<file path="src/rtl/uart_rx_pkg.sv">
// Shared types and constants for the UART receive path.
package uart_rx_pkg;

    localparam int UART_DATA_W               = 8;
    localparam int UART_CLKS_PER_BIT_DEFAULT = 868;

    typedef enum logic [2:0] {
        IDLE,
        START,
        DATA,
        PARITY,
        STOP,
        BREAK
    } uart_rx_state_e;

endpackage

</file>
<file path="src/rtl/uart_rx_fifo.sv">
// First-word fall-through FIFO with wrap-bit pointers; head holds the last popped
// entry while empty.
module uart_rx_fifo #(
    parameter int DEPTH = 4,
    parameter int W     = 8
) (
    input  logic         clk,
    input  logic         rst,
    input  logic         push,
    input  logic [W-1:0] push_data,
    input  logic         pop,
    output logic [W-1:0] head,
    output logic         empty,
    output logic         full
);

    localparam int AW = $clog2(DEPTH);

    logic [W-1:0] mem [DEPTH];
    logic [W-1:0] last;
    logic [AW:0]  wr_ptr, rd_ptr;
    logic         do_push, do_pop;

    assign empty   = (wr_ptr == rd_ptr);
    assign full    = (wr_ptr[AW] != rd_ptr[AW]) && (wr_ptr[AW-1:0] == rd_ptr[AW-1:0]);
    assign do_pop  = pop && !empty;
    // A pop in the same cycle frees the slot a full FIFO needs.
    assign do_push = push && (!full || do_pop);
    assign head    = empty ? last : mem[rd_ptr[AW-1:0]];

    always_ff @(posedge clk or negedge rst) begin
        if (!rst) begin
            wr_ptr <= '0;
            rd_ptr <= '0;
            last   <= '0;
            for (int i = 0; i < DEPTH; i++) mem[i] <= '0;
        end else begin
            if (do_push) begin
                mem[wr_ptr[AW-1:0]] <= push_data;
                wr_ptr              <= wr_ptr + 1'b1;
            end
            if (do_pop) begin
                last   <= mem[rd_ptr[AW-1:0]];
                rd_ptr <= rd_ptr + 1'b1;
            end
        end
    end

endmodule

</file>
<file path="src/rtl/uart_rx.sv">
// 8N1 UART receiver feeding a small FIFO with a valid/ready pop port.
// Define UART_RX_PARITY_EN to add an even-parity bit between data and stop.
module uart_rx
    import uart_rx_pkg::*;
#(
    parameter int CLKS_PER_BIT = UART_CLKS_PER_BIT_DEFAULT,
    parameter int FIFO_DEPTH   = 4
) (
    input  logic                   clk,
    input  logic                   rst,
    input  logic                   uart_rx_wire,
    output logic [UART_DATA_W-1:0] rx_data,
    output logic                   rx_valid,
    input  logic                   rx_ready,
    output logic                   rx_busy,
    output logic                   frame_err,
    output logic                   overrun,
    output logic                   parity_err
);

    localparam int            CW   = $clog2(CLKS_PER_BIT);
    localparam logic [CW-1:0] HALF = CW'((CLKS_PER_BIT - 1) / 2);
    localparam logic [CW-1:0] LAST = CW'(CLKS_PER_BIT - 1);

    uart_rx_state_e         state, state_nxt;
    logic                   rx_meta, rxs;
    logic [CW-1:0]          cnt;
    logic [2:0]             idx;
    logic [UART_DATA_W-1:0] sh;
    logic                   tick, shift_en, push, fe_set, par_bad;
    logic                   empty, full, pop_req;

    assign tick     = (cnt == LAST);
    assign pop_req  = rx_valid && rx_ready;
    assign rx_valid = !empty;
    assign rx_busy  = (state != IDLE);

`ifdef UART_RX_PARITY_EN
    logic pe_set;
`endif

    always_comb begin
        state_nxt = state;
        shift_en  = 1'b0;
        push      = 1'b0;
        fe_set    = 1'b0;
`ifdef UART_RX_PARITY_EN
        pe_set    = 1'b0;
`endif
        case (state)
            IDLE:  if (!rxs) state_nxt = START;
            // A start bit that is high again at mid-bit is a glitch.
            START: if (cnt == HALF) state_nxt = rxs ? IDLE : DATA;
            DATA: if (tick) begin
                shift_en = 1'b1;
`ifdef UART_RX_PARITY_EN
                if (idx == 3'd7) state_nxt = PARITY;
`else
                if (idx == 3'd7) state_nxt = STOP;
`endif
            end
`ifdef UART_RX_PARITY_EN
            PARITY: if (tick) begin
                pe_set    = (rxs != ^sh);
                state_nxt = STOP;
            end
`endif
            STOP: if (tick) begin
                if (rxs) begin
                    push      = !par_bad;
                    state_nxt = IDLE;
                end else begin
                    fe_set    = 1'b1;
                    state_nxt = BREAK;
                end
            end
            BREAK:   if (rxs) state_nxt = IDLE;
            default: state_nxt = IDLE;
        endcase
    end

    always_ff @(posedge clk or negedge rst) begin
        if (!rst) begin
            rx_meta   <= 1'b1;
            rxs       <= 1'b1;
            state     <= IDLE;
            cnt       <= '0;
            idx       <= '0;
            sh        <= '0;
            frame_err <= 1'b0;
            overrun   <= 1'b0;
        end else begin
            rx_meta   <= uart_rx_wire;
            rxs       <= rx_meta;
            state     <= state_nxt;
            cnt       <= (state_nxt != state || tick) ? '0 : cnt + CW'(1);
            if (state == START) idx <= '0;
            if (shift_en) begin
                sh  <= {rxs, sh[UART_DATA_W-1:1]};
                idx <= idx + 3'd1;
            end
            frame_err <= fe_set;
            overrun   <= push && full && !pop_req;
        end
    end

`ifdef UART_RX_PARITY_EN
    always_ff @(posedge clk or negedge rst) begin
        if (!rst) begin
            par_bad    <= 1'b0;
            parity_err <= 1'b0;
        end else begin
            parity_err <= pe_set;
            if (state == PARITY && tick) par_bad <= pe_set;
        end
    end
`else
    assign par_bad    = 1'b0;
    assign parity_err = 1'b0;
`endif

    uart_rx_fifo #(
        .DEPTH (FIFO_DEPTH),
        .W     (UART_DATA_W)
    ) u_fifo (
        .clk       (clk),
        .rst       (rst),
        .push      (push),
        .push_data (sh),
        .pop       (pop_req),
        .head      (rx_data),
        .empty     (empty),
        .full      (full)
    );

endmodule

</file>
<file path="config.mk">
export PLATFORM = sky130hd
export DESIGN_NAME = uart_rx
export DESIGN_NICKNAME = d
export VERILOG_FILES = /design/src/rtl/uart_rx_pkg.sv /design/src/rtl/uart_rx_fifo.sv /design/src/rtl/uart_rx.sv
export SDC_FILE = /design/constraint.sdc
export NUM_CORES = 1
export LEC_CHECK = 0
export CORE_ASPECT_RATIO = 1.2
export CORE_MARGIN = 2
export CORE_UTILIZATION = 50
export DETAILED_ROUTE_END_ITERATION = 16
export HOLD_SLACK_MARGIN = 0.12
export PLACE_DENSITY = 0.73
export RECOVER_POWER = 25
export SLEW_MARGIN = 20
export SYNTH_ARGS = -nofsm -noshare
export SYNTH_HDL_FRONTEND = slang
export SYNTH_HIERARCHICAL = 1
export SYNTH_SLANG_ARGS = --single-unit
export TNS_END_PERCENT = 30
</file>
<file path="constraint.sdc">
create_clock -name clk -period 8.74 [get_ports clk]
set_input_delay 2.622 -clock clk [delete_from_list [all_inputs] [get_ports clk]]
set_output_delay 2.622 -clock clk [all_outputs]
set_load 0.1 [all_outputs]
</file>
# Word-level counts from Yosys, hierarchy flattened
# Index checks and enable logic that the tools add are counted.
[word_totals]
register_bits = 74
in_bits = 4
[classes]
addsub = 4
order_cmp = 3
n_eq_ne = 11
n_mux = 27
bitwise = 2
n_reduce_logical = 15
[op_table]
columns = ["cell", "count"]
rows = [
  ["32-bit bitwise mux", 1],
  ["8-bit two-way mux", 4],
  ["3-bit two-way mux", 9],
  ["8-bit binary-select mux with 2-bit select", 1],
  ["8-bit demux with 2-bit select", 1],
  ["3-bit one-hot mux with 5 select lines", 1],
  ["10-bit by 1-bit adder with 10-bit output, second input constant", 1],
  ["10-bit equality test, second input constant", 1],
  ["10-bit by 9-bit equality test with 1-bit output, second input constant", 1],
  ["10-bit two-way mux", 1],
  ["3-bit by 1-bit adder with 3-bit output, second input constant", 3],
  ["3-bit equality test, second input constant", 3],
  ["1-bit two-way mux", 8],
  ["1-bit logical AND", 7],
  ["3-bit greater-or-equal comparator, second input constant", 2],
  ["2-bit inverter with 3-bit output", 2],
  ["3-bit by 1-bit equality test with 1-bit output, second input constant", 1],
  ["3-bit by 2-bit equality test with 1-bit output, second input constant", 1],
  ["3-bit equality test", 1],
  ["1-bit logical NOT", 3],
  ["3-bit logical NOT", 1],
  ["3-bit by 1-bit less-than comparator with 1-bit output, second input constant", 1],
  ["3-bit inequality test", 1],
  ["3-bit nonzero test", 1],
  ["other kinds (5)", 6],
]

# Longest topological paths before layout
# Gate-level depths: netlist of the first run.
[logic_depth]
depth_word = 7
depth_mapped = 9

# By module
# The synthesis of the first run kept the hierarchy.
[modules_own_cells]
columns = ["mod", "n_inst", "cells_per_inst", "area_per_inst_um2", "seq_area_each_um2"]
rows = [
  ["uart_rx_fifo", 1, 137, 2290.9, 1151.1],
  ["uart_rx", 1, 115, 1328.8, 703.2],
]

# Worst setup path after synthesis of the first run
# Ideal clock, no wire load.
[synth_timing]
path_kind = "reg-to-output"
startpoint = "register u_fifo.rd_ptr[1]"
endpoint = "output port rx_data[0]"
arrival_ns = 2.126
setup_slack_ns = 3.992
path_stages_with_launch = 6
path_buffers = 2
cell_sequence = "dfrtp_1 buf_2 xor2_4 or3_1 buf_2 mux2_1"
[synth_via]
elab_chain_len = 5
elab_cells_between_ends = 6
cone_classes = "eq/ne (1); mux (4); bitwise (1)"
[synth_rtl]
columns = ["element", "line", "rtl"]
rows = [
  ["start: declaration", "uart_rx_fifo.sv:21", "logic [AW:0] wr_ptr, rd_ptr;"],
  ["start signal: assignment", "uart_rx_fifo.sv:44", "rd_ptr <= rd_ptr + 1'b1;"],
  ["2-bit inverter with 3-bit output (implied by the code)", "uart_rx_fifo.sv:29", "assign head = empty ? last : mem[rd_ptr[AW-1:0]];"],
  ["8-bit binary-select mux with 2-bit select", "uart_rx_fifo.sv:29", ""],
  ["8-bit two-way mux (implied by the code) (2 in series)", "uart_rx_fifo.sv:29", ""],
  ["8-bit two-way mux (*)", "uart_rx_fifo.sv:29", ""],
  ["end: declaration", "uart_rx.sv:12", "output logic [UART_DATA_W-1:0] rx_data,"],
]
# Every way passes the cells marked *; elsewhere a longest branch is shown, timed or not. The select of a mux whose other input is x is not followed.

# Worst setup path in the final report of the first run
[layout_timing]
startpoint = "register u_fifo.rd_ptr[0]"
endpoint = "output port rx_data[5]"
# The elaborated chain is that of the path after synthesis.

==> results of run 1 <==
## final timing paths
kind / start / end / slack, ns / depth (start not counted)
worst max-delay path: u_fifo/rd_ptr[0]$_DFFE_PN0P_ / rx_data[5] / 2.63 / 4
worst min-delay path: rx_meta$_DFF_PN1_ / rxs$_DFF_PN1_ / 0.36 / 0
worst max register to register: cnt[4]$_DFF_PN0_ / sh[7]$_DFFE_PN0P_ / 5.18 / 3
worst min register to register: rx_meta$_DFF_PN1_ / rxs$_DFF_PN1_ / 0.36 / 0
max in group asynchronous: rst / u_fifo/last[6]$_DFFE_PN0P_ / 3.01 / 1
min in group asynchronous: rst / overrun$_DFF_PN0_ / 3.58 / 1
## flip-flops by register name, summed over array words and instances (netlist names)
| signal | count |
|---|---|
| u_fifo/mem | 32 |
| state | 3 |
| sh | 8 |
| frame_err | 1 |
| overrun | 1 |
| u_fifo/last | 8 |
| rxs | 1 |
| cnt | 10 |
| u_fifo/wr_ptr | 3 |
| rx_meta | 1 |
| idx | 3 |
| u_fifo/rd_ptr | 3 |
## cell type report
type	count	area (um2)	area share
Tap cell	90	113	0.0281
Inverter	5	18.8	0.00468
Clock buffer	9	124	0.0309
Clock inverter	7	80.1	0.0200
Multi-Input combinational cell	165	1680	0.418
Timing Repair Buffer	15	144	0.0359
Sequential cell	74	1850	0.462
## where the power goes
part	total (mW)	leakage [nW]	internal [mW]	switching (mW)
clock network	0.269	0.0956	0.134	0.135
logic	0.00909	0.753	0.000854	0.00824
registers	0.344	1.01	0.343	0.000589
## worst max-delay path, delay by kind of cell, from the launching register on
family / cells / cell delay (ns)
flops: 1 / 0.85
mux: 1 / 0.29
xor+xnor: 1 / 0.29
buf+inv: 1 / 1.13
simple gates: 1 / 0.58
## metal layers
metal	track usage	wire length (um)	part of all wire	up-vias
met3	0.0362	147	0.025	12
met4	0.0923	153	0.026	0
met1	0.207	2550	0.43	1028
li1	-	-	-	951
met2	0.279	3050	0.52	24
met5	0	0	0	-
## layout by cell type (no fill, tap or decap), drive strengths merged, types with 2 or more instances in the layout
| cell | synthesis | final |
|---|---|---|
| and2 | 4 | 4 |
| dfrtp | 72 | 72 |
| o31ai | 2 | 2 |
| ha | 9 | 9 |
| clkinvlp | 0 | 2 |
| inv | 5 | 5 |
| clkinv | 0 | 4 |
| nor4 | 3 | 3 |
| a21o | 2 | 2 |
| mux4 | 8 | 8 |
| nor3 | 2 | 2 |
| nor2 | 14 | 14 |
| nand3 | 5 | 5 |
| nand2 | 8 | 8 |
| nand4 | 3 | 3 |
| and4 | 2 | 2 |
| a21oi | 2 | 2 |
| xnor2 | 8 | 8 |
| dfstp | 2 | 2 |
| clkdlybuf4s50 | 0 | 13 |
| clkbuf | 2 | 10 |
| o21ai | 3 | 3 |
| o41ai | 5 | 5 |
| mux2 | 58 | 58 |
| or3 | 3 | 3 |
| xor2 | 8 | 8 |
| or3b | 3 | 3 |
## cell families (layout without fill, tap and decap cells)
kind of cell,Yosys count,in the layout
DFF,74,74
buffers and inverters,13,36
other,1,1
and+or+nand+nor,54,54
xor gates and xnor gates,16,16
adders and majority gates,9,9
muxes,67,67
AOI/OAI and AO/OA,18,18
==> results_tabular.tex, run 1 <==
\begin{tabular}{lr}
\hline
Metric & Value \\
\hline
\multicolumn{2}{l}{\textbf{Worst setup path}} \\
\quad Crit-path cells & xor2\_4, or3\_1, mux2\_1, clkdlybuf4s50\_1 \\
\quad Worst-path maximum fanout & 11 \\
\quad Slowest-stage cell, CP & clkdlybuf4s50\_1 \\
\quad Worst setup EP type & output port \\
\quad Data arrival time at the worst-slack endpoint & 3.49 ns \\
\quad Worst stage delay on the critical path & 1.13 ns \\
\quad Worst Setup Start Kind & register \\
\quad Required time worst endpoint & 6.12 ns \\
\quad Category of the critical setup timing path & register to output port \\
\multicolumn{2}{l}{\textbf{Cells and area}} \\
\quad Count of fill cells added during filler insertion & 612 \\
\quad Number of diodes added for antenna fixing & 0 \\
\quad Finished Cell Area & 4010 um2 \\
\quad Non-filler cells in the finished layout & 365 \\
\quad Final layout net count & 283 \\
\quad Util after Layout & 0.561 \\
\quad Share of layout cells above drive strength 1 & 0.320 \\
\quad P\&R area growth vs syn & 10.8\% \\
\multicolumn{2}{l}{\textbf{Floorplan}} \\
\quad Initial core utilization & 0.506 \\
\quad Vertical die dimension & 97.2 um \\
\quad Core ar. & 7150 um2 \\
\quad Die Outline Area & 7940 um2 \\
\quad Number of core rows & 34 \\
\quad Die extent in x & 81.7 um \\
\quad Num ports & 17 \\
\multicolumn{2}{l}{\textbf{Clock tree}} \\
\quad Number of instances resized during post-cts repair & 0 \\
\quad Clock sink count & 74 \\
\quad Cell chosen for the clock root & clkbuf\_8 \\
\quad Clock transition time at the flip-flop clock pins of the worst setup and hold paths & 0.08 ns \\
\quad Level count of the clock H-tree & 3 \\
\quad CTS tree & built \\
\quad Clock latency reported for the late side of the worst-skew pair & 0.35 ns \\
\quad CTS Hold Buffers Added & 0 \\
\quad Maximum count of clock buffers along a single path & 2 \\
\quad Total setup buffers inserted after CTS & 0 \\
\quad Number of buffers added by the clock tree synthesis step & 9 \\
\multicolumn{2}{l}{\textbf{Routing}} \\
\quad Final Routed Wirelength & 5.90 mm \\
\quad Number of detailed-route iterations in the first pass & 4 \\
\quad Count of nets left with antenna violations after detail routing & 0 \\
\quad Vias after detailed routing & 2,015 \\
\quad DR iter-0 viols & 50 \\
\quad Post-DR vias/cell & 5.52 \\
\quad DR DRC count & 0 \\
\quad WL per Instance & 16.2 um \\
\multicolumn{2}{l}{\textbf{Global routing}} \\
\quad Total track usage & 0.171 \\
\quad Pin count of the biggest net entering global routing & 75 \\
\quad First-pass GRT wire length & 10.0 mm \\
\quad Initial antenna violation count & 0 \\
\quad Via count of the first global-routing pass & 2,072 \\
\quad Global route total overflow & 0 \\
\multicolumn{2}{l}{\textbf{Pwr}} \\
\quad Final Power & 0.621 mW \\
\quad Static Leak & 1.86 nW \\
\quad IR drop worst, VDD & 86.7 uV \\
\quad Pwr dens & 155 nW/um2 \\
\multicolumn{2}{l}{\textbf{Place}} \\
\quad Routability congestion estimate from global placement & 0.712 \\
\quad Half-perimeter wire length after detailed placement & 3.96 mm \\
\quad Worst-case setup slack after placement & 2.92 ns \\
\quad Count of input and output buffers & 15 \\
\quad Placed instance area & 3830 um2 \\
\quad Number of cells after detailed placement & 349 \\
\multicolumn{2}{l}{\textbf{STA}} \\
\quad Total count of hold-check failures in the final report & 0 \\
\quad Post-Route Skew & 0.0119 ns \\
\quad Slew of the pin with the lowest slew margin & 3.82 ns \\
\quad Hold WS & 0.358 ns \\
\quad Worst slew margin & -1.55 \\
\quad Timing-limited maximum frequency & 0.164 GHz \\
\quad Accumulated negative setup slack & 0 ns \\
\quad Time the worst path needs with I/O delays and setup & 6.11 ns \\
\quad Setup slack after layout & 2.63 ns \\
\quad Unrepaired setup endpoints after global routing & no \\
\quad Period Utilization, post-route & 0.699 \\
\quad Total setup violations reported at the end of the flow & 0 \\
\quad Pins Over Slew Limit & 89 \\
\multicolumn{2}{l}{\textbf{Logic synthesis}} \\
\quad Synth Flop Type & dfrtp\_1 \\
\quad Number of synthesized flops with an enable pin & 0 \\
\quad Leading area contributor after synthesis & dfrtp\_1 \\
\quad Synthesis Warnings & 6 \\
\quad Fraction of synthesized cell area taken by the top area cell type & 0.498 \\
\quad Post-Syn Area per Cell & 14.4 um2 \\
\quad Number of cells produced by synthesis & 252 \\
\quad Dominant combinational cell family by area after synthesis & multiplexers \\
\quad Commonest cells in the synthesized netlist & dfrtp\_1 (72), mux2\_2 (46), nor2\_1 (14) \\
\quad Area fraction in compound gates after synthesis & 0.0605 \\
\quad Nets in the synthesized netlist & 265 \\
\quad Share of synthesized cell area in full adder, half adder and majority cells & 0.0311 \\
\quad Library cell with the highest instance count after synthesis & dfrtp\_1 \\
\quad \#FFs+latches synth & 74 \\
\quad Multiplexer share of the synthesized area & 0.238 \\
\quad Most area-consuming cells after synthesis & dfrtp\_1 (50\%), mux2\_2 (14\%), mux4\_2 (5.0\%) \\
\quad Number of different library cells in the post-synthesis netlist & 50 \\
\quad Post-synthesis async set-or-reset flop share & 1.00 \\
\quad Sequential area share after synthesis & 0.512 \\
\quad Netlist area before placement & 3620 um2 \\
\quad XOR/XNOR share of the synthesized area & 0.0512 \\
\quad Area share of and/or/nand/nor cells after synthesis & 0.0871 \\
\multicolumn{2}{l}{\textbf{Job}} \\
\quad Number of maximum-capacitance constraint violations & 2 \\
\multicolumn{2}{l}{\textbf{Run status}} \\
\quad Run status & finished, violations left \\
\quad Violated checks & max-capacitance violations, max-slew violations \\
\multicolumn{2}{l}{\textbf{Min path}} \\
\quad Worst Hold Class & register to register \\
\hline
\end{tabular}
Power figures use the tool's default switching activity.
==> run 2, diff against run 1 <==
Settings changed: PLACE_DENSITY 0.73 to 0.76.
Clock period 8.74 ns to 5.14 ns, I/O delays scaled along.
==> run 2 against run 1 <==
Compared with the run above: the flow still finishes with violations (max-capacitance violations, max-slew violations); clock power rose by 64%; cell area barely moved; utilization barely moved; largest power group unchanged; highest routed layer unchanged; hold slack improved by 0.0071 ns; register-to-register slack got worse by 3.4 ns.
==> results_tabular.tex, run 2 (same netlist as run 1, synthesis figures left out) <==
\begin{tabular}{lr}
\hline
Metric & Value \\
\hline
\multicolumn{2}{l}{\textbf{Clock tree}} \\
\quad Cell chosen for the clock root & clkbuf\_8 \\
\quad Level count of the clock H-tree & 3 (unchanged) \\
\quad Clock latency reported for the late side of the worst-skew pair & 0.35 ns (about the same) \\
\quad Number of instances resized during post-cts repair & 0 (unchanged) \\
\quad Number of buffers added by the clock tree synthesis step & 9 (unchanged) \\
\quad Total setup buffers inserted after CTS & 0 (unchanged) \\
\quad CTS tree & built \\
\quad Clock transition time at the flip-flop clock pins of the worst setup and hold paths & 0.08 ns (about the same) \\
\quad CTS Hold Buffers Added & 0 (unchanged) \\
\quad Clock sink count & 74 (unchanged) \\
\quad Maximum count of clock buffers along a single path & 2 (unchanged) \\
\multicolumn{2}{l}{\textbf{Global routing}} \\
\quad Global route total overflow & 0 (unchanged) \\
\quad Via count of the first global-routing pass & 2,192 (+5.8\%) \\
\quad First-pass GRT wire length & 10.3 mm (+3.2\%) \\
\quad Pin count of the biggest net entering global routing & 39 (-48\%) \\
\quad Initial antenna violation count & 0 (unchanged) \\
\quad Total track usage & 0.173 (+0.00187) \\
\multicolumn{2}{l}{\textbf{Pwr}} \\
\quad IR drop worst, VDD & 126 uV (+45\%) \\
\quad Static Leak & 1.89 nW (+1.7\%) \\
\quad Clock power share & 0.423 (-0.009) \\
\quad Switching share of total power & 0.223 (-0.00854) \\
\quad Pwr dens & 260 nW/um2 (+68\%) \\
\quad Relative contribution of combinational cells to total power & 0.016 (about the same) \\
\quad Internal cell power & 0.808 mW (+69\%) \\
\quad Share of total power in sequential cells & 0.561 (+0.008) \\
\quad P\_sw & 0.232 mW (+61\%) \\
\multicolumn{2}{l}{\textbf{Cells and area}} \\
\quad Multi-input combinational cell area & 1690 um2 (+0.89\%) \\
\quad Share of layout cells above drive strength 1 & 0.361 (+0.0410) \\
\quad Sequential cell area in the final layout & 1850 um2 (unchanged) \\
\quad Count of fill cells added during filler insertion & 591 (-3.4\%) \\
\quad Largest registers & u\_fifo/mem (32), cnt (10) \\
\quad Register ranked first by flip-flop count & u\_fifo/mem \\
\quad Commonest non-fill, non-tap cells in the layout & dfrtp\_1 (72), mux2\_2 (46), nor2\_1 (14), buf\_4 (11) \\
\quad P\&R area growth vs syn & 10.7\% (about the same) \\
\quad Number of diodes added for antenna fixing & 0 (unchanged) \\
\quad Largest register FFs & 32 (unchanged) \\
\quad Non-filler cells in the finished layout & 367 (+0.55\%) \\
\quad Final layout net count & 285 (+0.71\%) \\
\quad Leading cell type in the layout, fill and taps excluded & dfrtp\_1 \\
\multicolumn{2}{l}{\textbf{Worst setup path}} \\
\quad Combined buffer and inverter count along the critical path & 1 (unchanged) \\
\quad Category of the critical setup timing path & register to output port \\
\quad Worst stage delay on the critical path & 0.73 ns (-0.40 ns) \\
\quad Worst-path maximum fanout & 11 (unchanged) \\
\quad Top Family by Delay on Critical Path & flip-flops \\
\quad Worst Setup Start Kind & register \\
\quad Worst setup EP type & output port \\
\quad Data arrival time at the worst-slack endpoint & 2.56 ns (-0.93 ns) \\
\quad Required time worst endpoint & 3.60 ns (-2.52 ns) \\
\quad Crit-path cells & xor2\_4, or3\_1, mux2\_2, buf\_4 \\
\quad Slowest-stage cell, CP & dfrtp\_1 \\
\multicolumn{2}{l}{\textbf{Routing}} \\
\quad DR iter-0 viols & 109 (+120\%) \\
\quad Post-DR vias/cell & 5.53 (+0.24\%) \\
\quad WL per Instance & 16.3 um (+0.74\%) \\
\quad DR DRC count & 0 (unchanged) \\
\quad Number of detailed-route iterations in the first pass & 4 (unchanged) \\
\quad Count of nets left with antenna violations after detail routing & 0 (unchanged) \\
\quad Final Routed Wirelength & 5.98 mm (+1.3\%) \\
\quad Vias after detailed routing & 2,031 (+0.79\%) \\
\multicolumn{2}{l}{\textbf{Floorplan}} \\
\quad Num ports & 17 (unchanged) \\
\quad Core ar. & 7150 um2 (unchanged) \\
\quad Die extent in x & 81.7 um (unchanged) \\
\quad Die Outline Area & 7940 um2 (unchanged) \\
\quad Number of core rows & 34 (unchanged) \\
\quad Vertical die dimension & 97.2 um (unchanged) \\
\quad Initial core utilization & 0.506 (unchanged) \\
\multicolumn{2}{l}{\textbf{Place}} \\
\quad Number of cells after detailed placement & 351 (+0.57\%) \\
\quad Half-perimeter wire length after detailed placement & 4.09 mm (+3.3\%) \\
\quad Count of input and output buffers & 15 (unchanged) \\
\quad Routability congestion estimate from global placement & 0.747 (+5.0\%) \\
\multicolumn{2}{l}{\textbf{STA}} \\
\quad Hold WS & 0.365 ns (+0.00715 ns) \\
\quad Total setup violations reported at the end of the flow & 0 (unchanged) \\
\quad Worst slew margin & -0.296 (+1.25) \\
\quad Post-Route Skew & 0.00995 ns (-0.00200 ns) \\
\quad Total count of hold-check failures in the final report & 0 (unchanged) \\
\quad Timing-limited maximum frequency & 0.244 GHz \\
\quad Accumulated negative setup slack & 0 ns (unchanged) \\
\quad Pins Over Slew Limit & 38 (-57\%) \\
\quad Slew of the pin with the lowest slew margin & 1.94 ns (-1.88 ns) \\
\quad Period Utilization, post-route & 0.798 \\
\quad Time the worst path needs with I/O delays and setup & 4.10 ns \\
\quad Unrepaired setup endpoints after global routing & no \\
\multicolumn{2}{l}{\textbf{Min path}} \\
\quad Worst Hold Class & register to register \\
\multicolumn{2}{l}{\textbf{Job}} \\
\quad Number of maximum-capacitance constraint violations & 1 (-1) \\
\multicolumn{2}{l}{\textbf{Run status}} \\
\quad Violated checks & max-capacitance violations, max-slew violations \\
\quad Run status & finished, violations left \\
\hline
\end{tabular}
-- run 2: cell types whose count changed in the layout (fill, tap and decap cells not counted), sizes merged --
cell           delta
buf              +11
clkdlybuf4s50     -9
clkinv            +1
clkinvlp          -1
-- run 2: area by class of cell --
cell class / count / share of cell area
flip-flops and latches: 74 / 0.463
multi-input cells: 165 / 0.422
clock buffers: 9 / 0.0309
well taps: 90 / 0.0281
clock inverters: 7 / 0.0175
repair buffers: 17 / 0.0340
inverters: 5 / 0.00468
-- run 2: per-layer routing --
metal  vias to the layer above  routed length (um)  GRT usage
li1                        963                   -          -
met1                      1029                2500      0.214
met2                        28                3200      0.281
met3                        11                 160     0.0428
met4                         0                 121     0.0782
met5                         -                   0          0
-- run 2: path summary, 6_finish.rpt --
| check | depth (start not counted) | slack [ns] | from | end |
|---|---|---|---|---|
| setup / recovery | 4 | 1.04 | u_fifo/rd_ptr[1]$_DFFE_PN0P_ | rx_data[4] |
| hold / removal | 0 | 0.36 | rx_meta$_DFF_PN1_ | rxs$_DFF_PN1_ |
| setup reg to reg | 6 | 1.81 | u_fifo/rd_ptr[1]$_DFFE_PN0P_ | u_fifo/mem[2]$_DFFE_PN0P_ |
| hold reg to reg | 0 | 0.36 | rx_meta$_DFF_PN1_ | rxs$_DFF_PN1_ |
| max in group asynchronous | 2 | 2.03 | rst | u_fifo/mem[6]$_DFFE_PN0P_ |
| min in group asynchronous | 1 | 1.72 | rst | overrun$_DFF_PN0_ |
-- run 2: power by group through the flow --
| stage | Sequential [mW] | Clock (mW) | Combinational [mW] |
|---|---|---|---|
| after floorplan | 0.595 | 0 | 0.00406 |
| after global placement | 0.596 | 0 | 0.0173 |
| after detailed placement | 0.596 | 0 | 0.0177 |
| after CTS | 0.584 | 0.459 | 0.0178 |
| after global routing | 0.584 | 0.481 | 0.0192 |
| final | 0.584 | 0.440 | 0.0162 |
-- run 2: through the flow --
stage	utilization	instance area, um2	setup WS [ns]	power, mW
floorplan	-	3620	1.47	0.599
global placement	0.535	3820	1.43	0.613
detailed placement	0.535	3820	1.38	0.613
CTS	0.562	4020	0.994	1.06
global route	0.561	4010	0.885	1.08
finish	0.561	4010	1.04	1.04
